$ cat config.mk
export PLATFORM = sky130hd
export DESIGN_NAME = pipe_reg_skid_flat
export DESIGN_NICKNAME = d
export VERILOG_FILES = /design/src/rtl/pipe_reg_skid_if.sv /design/src/rtl/pipe_reg_skid.sv /design/src/flat_wrapper.sv
export SDC_FILE = /design/constraint.sdc
export NUM_CORES = 1
export LEC_CHECK = 0
export BUFFER_PORTS_ARGS = -buffer_cell sky130_fd_sc_hd__buf_4
export CELL_PAD_IN_SITES_DETAIL_PLACEMENT = 0
export CELL_PAD_IN_SITES_GLOBAL_PLACEMENT = 2
export CORE_ASPECT_RATIO = 1.4
export CORE_UTILIZATION = 37
export DETAILED_ROUTE_END_ITERATION = 6
export GPL_TIMING_DRIVEN = 0
export HOLD_SLACK_MARGIN = 0.03
export PLACE_DENSITY_LB_ADDON = 0.25
export SYNTH_ARGS = -nofsm -noshare
export SYNTH_HDL_FRONTEND = slang
export SYNTH_SLANG_ARGS = --single-unit
export TNS_END_PERCENT = 10
$ cat constraint.sdc
create_clock -name Clock -period 3 [get_ports Clock]
set_input_delay 0.3 -clock Clock [delete_from_list [all_inputs] [get_ports Clock]]
set_output_delay 0.3 -clock Clock [all_outputs]
set_load 0.02 [all_outputs]
$ cat src/rtl/pipe_reg_skid_if.sv
// Valid/ready handshake bundle for pipe_reg_skid.
// The stage attaches through the slave modport. The driving environment attaches
// through the master modport: producer inputs, consumer ready, and the stage observed.
interface pipe_reg_skid_if #(
    parameter int WID_DATA = 32
);
    logic                InValid;
    logic                InReady;
    logic [WID_DATA-1:0] DataIn;
    logic                OutValid;
    logic                OutReady;
    logic [WID_DATA-1:0] DataOut;
    logic [1:0]          Count;

    modport slave (
        input  InValid,
        input  DataIn,
        input  OutReady,
        output InReady,
        output OutValid,
        output DataOut,
        output Count
    );

    modport master (
        output InValid,
        output DataIn,
        output OutReady,
        input  InReady,
        input  OutValid,
        input  DataOut,
        input  Count
    );
endinterface

$ cat src/rtl/pipe_reg_skid.sv
// Two-entry valid/ready pipeline register, built from a main register and a skid register.
// The stage accepts one word per cycle under back-pressure. InReady is decoded
// from the registered entry count, so it has no combinational path from OutReady.
// Optional synchronous flush: define PIPE_REG_SKID_FLUSH_EN to enable the Flush port.
module pipe_reg_skid #(
    parameter int                  WID_DATA   = 32,
    parameter logic [WID_DATA-1:0] RESET_DATA = '0
) (
    input  logic              Clock,
    input  logic              ResetN,
    input  logic              Flush,
    pipe_reg_skid_if.slave    bus
);
    typedef enum logic [1:0] {
        ST_EMPTY = 2'd0,
        ST_ONE   = 2'd1,
        ST_FULL  = 2'd2
    } state_t;

    state_t              state_q, state_d;
    logic [WID_DATA-1:0] main_q, main_d;
    logic [WID_DATA-1:0] skid_q, skid_d;
    logic                accept;
    logic                fire;
    logic                flush_req;

`ifdef PIPE_REG_SKID_FLUSH_EN
    assign flush_req = Flush;
`else
    // Flush is kept on the port list so both builds share one pinout.
    logic unused_flush;
    assign unused_flush = Flush;
    assign flush_req    = 1'b0;
`endif

    // Handshake outputs are decoded only from the count. Reset holds them low.
    assign bus.InReady  = ResetN && (state_q != ST_FULL);
    assign bus.OutValid = ResetN && (state_q != ST_EMPTY);
    assign bus.DataOut  = main_q;
    assign bus.Count    = state_q;

    assign accept = bus.InValid  && bus.InReady;
    assign fire   = bus.OutValid && bus.OutReady;

    // Next-state and data-steering decode for the three occupancy states.
    always_comb begin
        // NOTE: every output of this block gets a default first, so no path can infer a latch.
        state_d = state_q;
        main_d  = main_q;
        skid_d  = skid_q;
        unique case (state_q)
            ST_EMPTY: begin
                if (accept) begin
                    state_d = ST_ONE;
                    main_d  = bus.DataIn;
                end
            end
            ST_ONE: begin
                if (accept && fire) begin
                    main_d = bus.DataIn;
                end else if (accept) begin
                    state_d = ST_FULL;
                    skid_d  = bus.DataIn;
                end else if (fire) begin
                    state_d = ST_EMPTY;
                end
            end
            ST_FULL: begin
                if (fire) begin
                    state_d = ST_ONE;
                    main_d  = skid_q;
                end
            end
            default: begin
                state_d = ST_EMPTY;
            end
        endcase
    end

    // State and data registers. Reset has priority over flush, and flush has priority over transfers.
    always_ff @(posedge Clock) begin
        // NOTE: use non-blocking assignments for sequential state, so every register samples pre-edge values.
        if (!ResetN || flush_req) begin
            state_q <= ST_EMPTY;
            main_q  <= RESET_DATA;
            skid_q  <= RESET_DATA;
        end else begin
            state_q <= state_d;
            main_q  <= main_d;
            skid_q  <= skid_d;
        end
    end
endmodule

$ cat src/flat_wrapper.sv
// flat-port wrapper written by rule: the top's interface ports become plain ports
module pipe_reg_skid_flat 
#(
    parameter int                  WID_DATA   = 32,
    parameter logic [WID_DATA-1:0] RESET_DATA = '0
)
  (Clock, ResetN, Flush, bus_InValid, bus_DataIn, bus_OutReady, bus_InReady, bus_OutValid, bus_DataOut, bus_Count);
  pipe_reg_skid_if #(.WID_DATA(WID_DATA)) bus_i ();
  input  logic Clock;
  input  logic ResetN;
  input  logic Flush;
  input wire logic [$bits(bus_i.InValid)-1:0] bus_InValid;
  input wire logic [$bits(bus_i.DataIn)-1:0] bus_DataIn;
  input wire logic [$bits(bus_i.OutReady)-1:0] bus_OutReady;
  output wire logic [$bits(bus_i.InReady)-1:0] bus_InReady;
  output wire logic [$bits(bus_i.OutValid)-1:0] bus_OutValid;
  output wire logic [$bits(bus_i.DataOut)-1:0] bus_DataOut;
  output wire logic [$bits(bus_i.Count)-1:0] bus_Count;
  assign bus_i.InValid = bus_InValid;
  assign bus_i.DataIn = bus_DataIn;
  assign bus_i.OutReady = bus_OutReady;
  assign bus_InReady = bus_i.InReady;
  assign bus_OutValid = bus_i.OutValid;
  assign bus_DataOut = bus_i.DataOut;
  assign bus_Count = bus_i.Count;
  pipe_reg_skid #(.WID_DATA(WID_DATA), .RESET_DATA(RESET_DATA)) u_core (.Clock(Clock), .ResetN(ResetN), .Flush(Flush), .bus(bus_i));
endmodule
Yosys cells after proc, flatten, opt, wreduce, memory -nomap -nowiden

Cells that the tools add are included.

Mux-type cells: 10
Equal/unequal tests: 8
Reductions and logical operators: 11
Bitwise operators: 1

Operators with widths:

| kind                                           | count |
|---|---|
| two-way mux 32 bit                             | 3 |
| case mux 32 bit (3 select lines)               | 1 |
| two-way mux 2 bit                              | 5 |
| AND reduction 4 bit                            | 2 |
| != test 2 x 1 -> 1 bit (second input constant) | 3 |
| case mux 2 bit (3 select lines)                | 1 |
| logical AND 1 bit                              | 5 |
| != test 2 bit (second input constant)          | 2 |
| != test 3 x 1 -> 1 bit (second input constant) | 1 |
| AND reduction 3 bit                            | 1 |
| nonzero test 3 bit                             | 1 |
| == test 2 x 1 -> 1 bit (second input constant) | 1 |
| == test 2 bit (second input constant)          | 1 |
| logical NOT 2 bit                              | 1 |
| nonzero test 2 bit                             | 1 |
| inverter 1 bit                                 | 1 |

Flip-flop bits (word level): 66
Output and inout port bits: 36
Bits of input ports: 37
Word-level logic and storage cells: 33

Longest topological paths before layout

Depth after elaboration: 7
Depth in mapped cells: 5
Mapped depth without buffers: 3

Least setup slack after synthesis

Ideal clock, no wire load.

Path type: flip-flop to output port
From: register u_core.state_q[0] (netlist: u_core.bus.Count[0])
To: output bus_InReady
Path slack: 1.448 ns
Buffers on the path: 2
Arrival time: 1.252 ns
Required time: 2.700 ns
Cell stages (with the launch flop): 5
Cell sequence: dfxtp_1 nand2b_1 buf_4 buf_4 and2_1

Cells in the longest elaborated chain, start to end: 2

Ends and longest elaborated chain:

| element                | line                | text |
|---|---|---|
| from (decl)            | pipe_reg_skid.sv:20 | `state_t state_q, state_d;` |
| from (signal assigned) | pipe_reg_skid.sv:88 | `state_q <= state_d;` |
| != test 2 bit          | pipe_reg_skid.sv:37 | `assign bus.InReady = ResetN && (state_q != ST_FULL);` |
| logical AND 1 bit      | pipe_reg_skid.sv:37 |  |
| to (decl)              | flat_wrapper.sv:15  | `output wire logic [$bits(bus_i.InReady)-1:0] bus_InReady;` |

No other way between the ends.

Final worst setup path

Same ends and word-level chain as after synthesis.

==> flow_summary.ini <==
[outcome]
status = completed

[worst_setup_path]
crit_arrival_ns = 1.66
r2r-start = u_core.bus.Count[0]
max_stage_delay_ns = 0.47
rr_worst_depth = 5
worstPathMaxFanout = 10
worstPathRequired_ns = 2.70
crit_slowest_cell = dfxtp_1
rrSetupSlack_ns = 1.42
crit_path_end_kind = primary output
critPathKind = reg2out
crit_chain = nand2b_1 > buf_4 > buf_4 > and2_1 > buf_4
crit_path_frequent_cell = buf_4
startpoint_type = register
reg2reg_to = u_core.skid_q[23]

[timing]
fin_skew_ns = 0.00665
fmax_mhz = 510
min_period_ns = 1.96
tightestPinTransition_ns = 0.788
hold_viol = 0
setup-violations-final = 0
relSlewSlack = 0.475
post-route-period-util = 0.654
hold_ws_ns = 0.181
slew_viol_final = 0
finalSetupTns_ns = 0
finalWorstSetupSlack_ns = 1.04
grt_setup_unrepaired = false

[route]
drt-total-wl_um = 8920
wire_per_inst_um = 17.6
dr_wl_met3_um = 308
vias = 2721
drt_pass1_iterations = 4
drc_errors = 0
top_layer = met4
wl_met2_um = 4390
ant_nets = 0
drt-met1-wl_um = 4100
drtIter0Drc = 119
avgViaCountPerCell = 5.37

[cells_and_area]
multi_input_area_um2 = 1750
area_growth_pct = 28.3
fin_util = 0.493
drive_gt1_frac = 0.351
nNetsFinal = 434
antenna_cells = 0
seqCellArea_um2 = 1320
fillCellCount = 835
layout.cells.non_filler = 507

[die]
start_util = 0.384
io_pins = 73
die_area_um2 = 9370
rows = 40
core_area_um2 = 8660
die_w_um = 82.1
fp.dieH_um = 114

[hold_path]
whs_path_depth = 2
hold_path_end = u_core.bus.Count[1]
min_from = bus_OutReady
min_path_type = in2reg

[power_and_ir_drop]
p_per_area_nw_per_um2 = 553
ir_drop_v = 0.000364
switching_power_mw = 0.626
seq_power_share = 0.405
p_int_mw = 1.73
p_clk_frac = 0.422
comb_power_share = 0.173
switching_share = 0.265
p_leak_nw = 2.03

[cts]
cts_sinks = 66
ctsResizeCount = 0
htreeDepth = 3
cts_hold_buf = 0
cts_tree = built
worstSkewPairLatency_ns = 0.33
cts_setup_buffers = 0
clock_path_buffers = 2
clk_pin_slew_ns = 0.05
cts_buffers = 9
clk_root_buffer_cell = clkbuf_16

[yosys]
synth_area_per_cell_um2 = 10.5
ys_seq_area_frac = 0.397
ys_types = 22
synth_cells = 316
ys_ff_latch = 66
yosysWarnings = 0
synth_edf_count = 0
synthFlopType = dfxtp_1
postSynth.asyncResetShare = 0
synth_nets = 353
syn_area_um2 = 3320

[grt]
antenna_found_initial = 0
grt_pass1_vias = 2741
grt_first_pass_wirelength_um = 14300
grt_use_total = 0.204
overflow = 0
grt_max_degree = 11

[placed_design]
pre_cts_slack_ns = 1.40
dp.cells = 491
io_buffers = 70
gp_congestion = 0.757
post-dp-hpwl_um = 6090

[job]
drv_cap = 0
[flip-flops by register name, summed over array words and instances (netlist names)]
register / flops
u_core.bus.Count: 2
u_core.skid_q: 32
u_core.bus.DataOut: 32
[how the worst max path moves through the flow]
| stage | depth (start not counted) | start | to |
|---|---|---|---|
| finish | 5 | u_core.bus.Count[0] | bus_InReady |
| floorplan | 4 | u_core.bus.Count[0] | bus_InReady |
| CTS | 5 | u_core.bus.Count[0] | bus_InReady |
| detailed placement | 4 | ResetN | bus_InReady |
| global route | 5 | u_core.bus.Count[0] | bus_InReady |
| global placement | 5 | u_core.bus.Count[0] | bus_InReady |
[through the flow]
| stage | instance area, um^2 | total power, mW |
|---|---|---|
| 2_1_floorplan | 3320 | 1.22 |
| 3_3_place_gp | 3980 | 1.38 |
| 3_5_place_dp | 3980 | 1.39 |
| 4_1_cts | 4270 | 2.38 |
| 5_1_grt | 4270 | 2.46 |
| 6_report | 4270 | 2.36 |
[placed cells by master (no fill, tap or decap)]
| cell | n |
|---|---|
| clkbuf_8 | 3 |
| mux2i_1 | 33 |
| and2_1 | 1 |
| a21boi_1 | 32 |
| a211oi_1 | 35 |
| a211oi_2 | 30 |
| and3b_1 | 1 |
| and3_1 | 32 |
| a21o_4 | 1 |
| dfxtp_1 | 66 |
| and4bb_1 | 1 |
| clkinv_2 | 2 |
| o21a_1 | 33 |
| or3b_1 | 1 |
| clkbuf_1 | 16 |
| clkbuf_16 | 9 |
| buf_6 | 9 |
| clkinv_1 | 1 |
| buf_2 | 13 |
| nor2_1 | 3 |
| a21oi_1 | 1 |
| nand2_1 | 2 |
| nor2b_1 | 1 |
| nand2b_1 | 2 |
| buf_4 | 74 |
[area by class of cell]
type | count | area share
plain buffers | 40 | 0.0584
multi-input cells | 209 | 0.410
repair buffers | 70 | 0.123
inverters | 1 | 0.000880
well taps | 105 | 0.0308
clock inverters | 2 | 0.00235
clock buffers | 14 | 0.0642
flip-flops and latches | 66 | 0.310
[logic make-up (layout without fill, tap and decap cells)]
| group | after synthesis | after routing | share of synthesized area |
|---|---|---|---|
| and+or+nand+nor | 44 | 44 | 0.0824 |
| muxes | 33 | 33 | 0.0994 |
| DFF | 66 | 66 | 0.397 |
| AOI/OAI and AO/OA | 132 | 132 | 0.345 |
| buffers and inverters | 41 | 127 | 0.0760 |
[critical path, delay by kind of cell (launching register included)]
kind / cells / cell delay (ns)
flip-flops: 1 / 0.47
buffers and inverters: 3 / 0.56
AND/OR/NAND/NOR: 2 / 0.31
[per-layer routing]
layer / global-route usage / vias up
li1: - / 1352
met1: 0.253 / 1309
met2: 0.342 / 50
met3: 0.0422 / 10
met4: 0.0713 / 0
met5: 0 / -
[power groups by stage]
stage                     logic (mW)  registers, mW  clock network (mW)
final                          0.407          0.956               0.997
after global routing           0.439          0.960                1.06
after floorplan                0.204           1.02                   0
after global placement         0.409          0.973                   0
after CTS                      0.413          0.956                1.01
after detailed placement       0.412          0.974                   0
[synthesized netlist by cell type, types with 2 or more instances]
library cell | number | area [um^2]
a21boi_1 | 32 | 240
a211oi_2 | 30 | 375
buf_4 | 4 | 30.0
nor2_1 | 3 | 11.3
clkbuf_1 | 14 | 52.6
and3_1 | 32 | 200
o21a_1 | 33 | 248
dfxtp_1 | 66 | 1320
nand2b_1 | 2 | 12.5
a211oi_1 | 35 | 263
buf_2 | 13 | 65.1
mux2i_1 | 33 | 330
nand2_1 | 2 | 7.51
buf_6 | 9 | 101
Note: power is estimated with default switching activity, not from simulation.
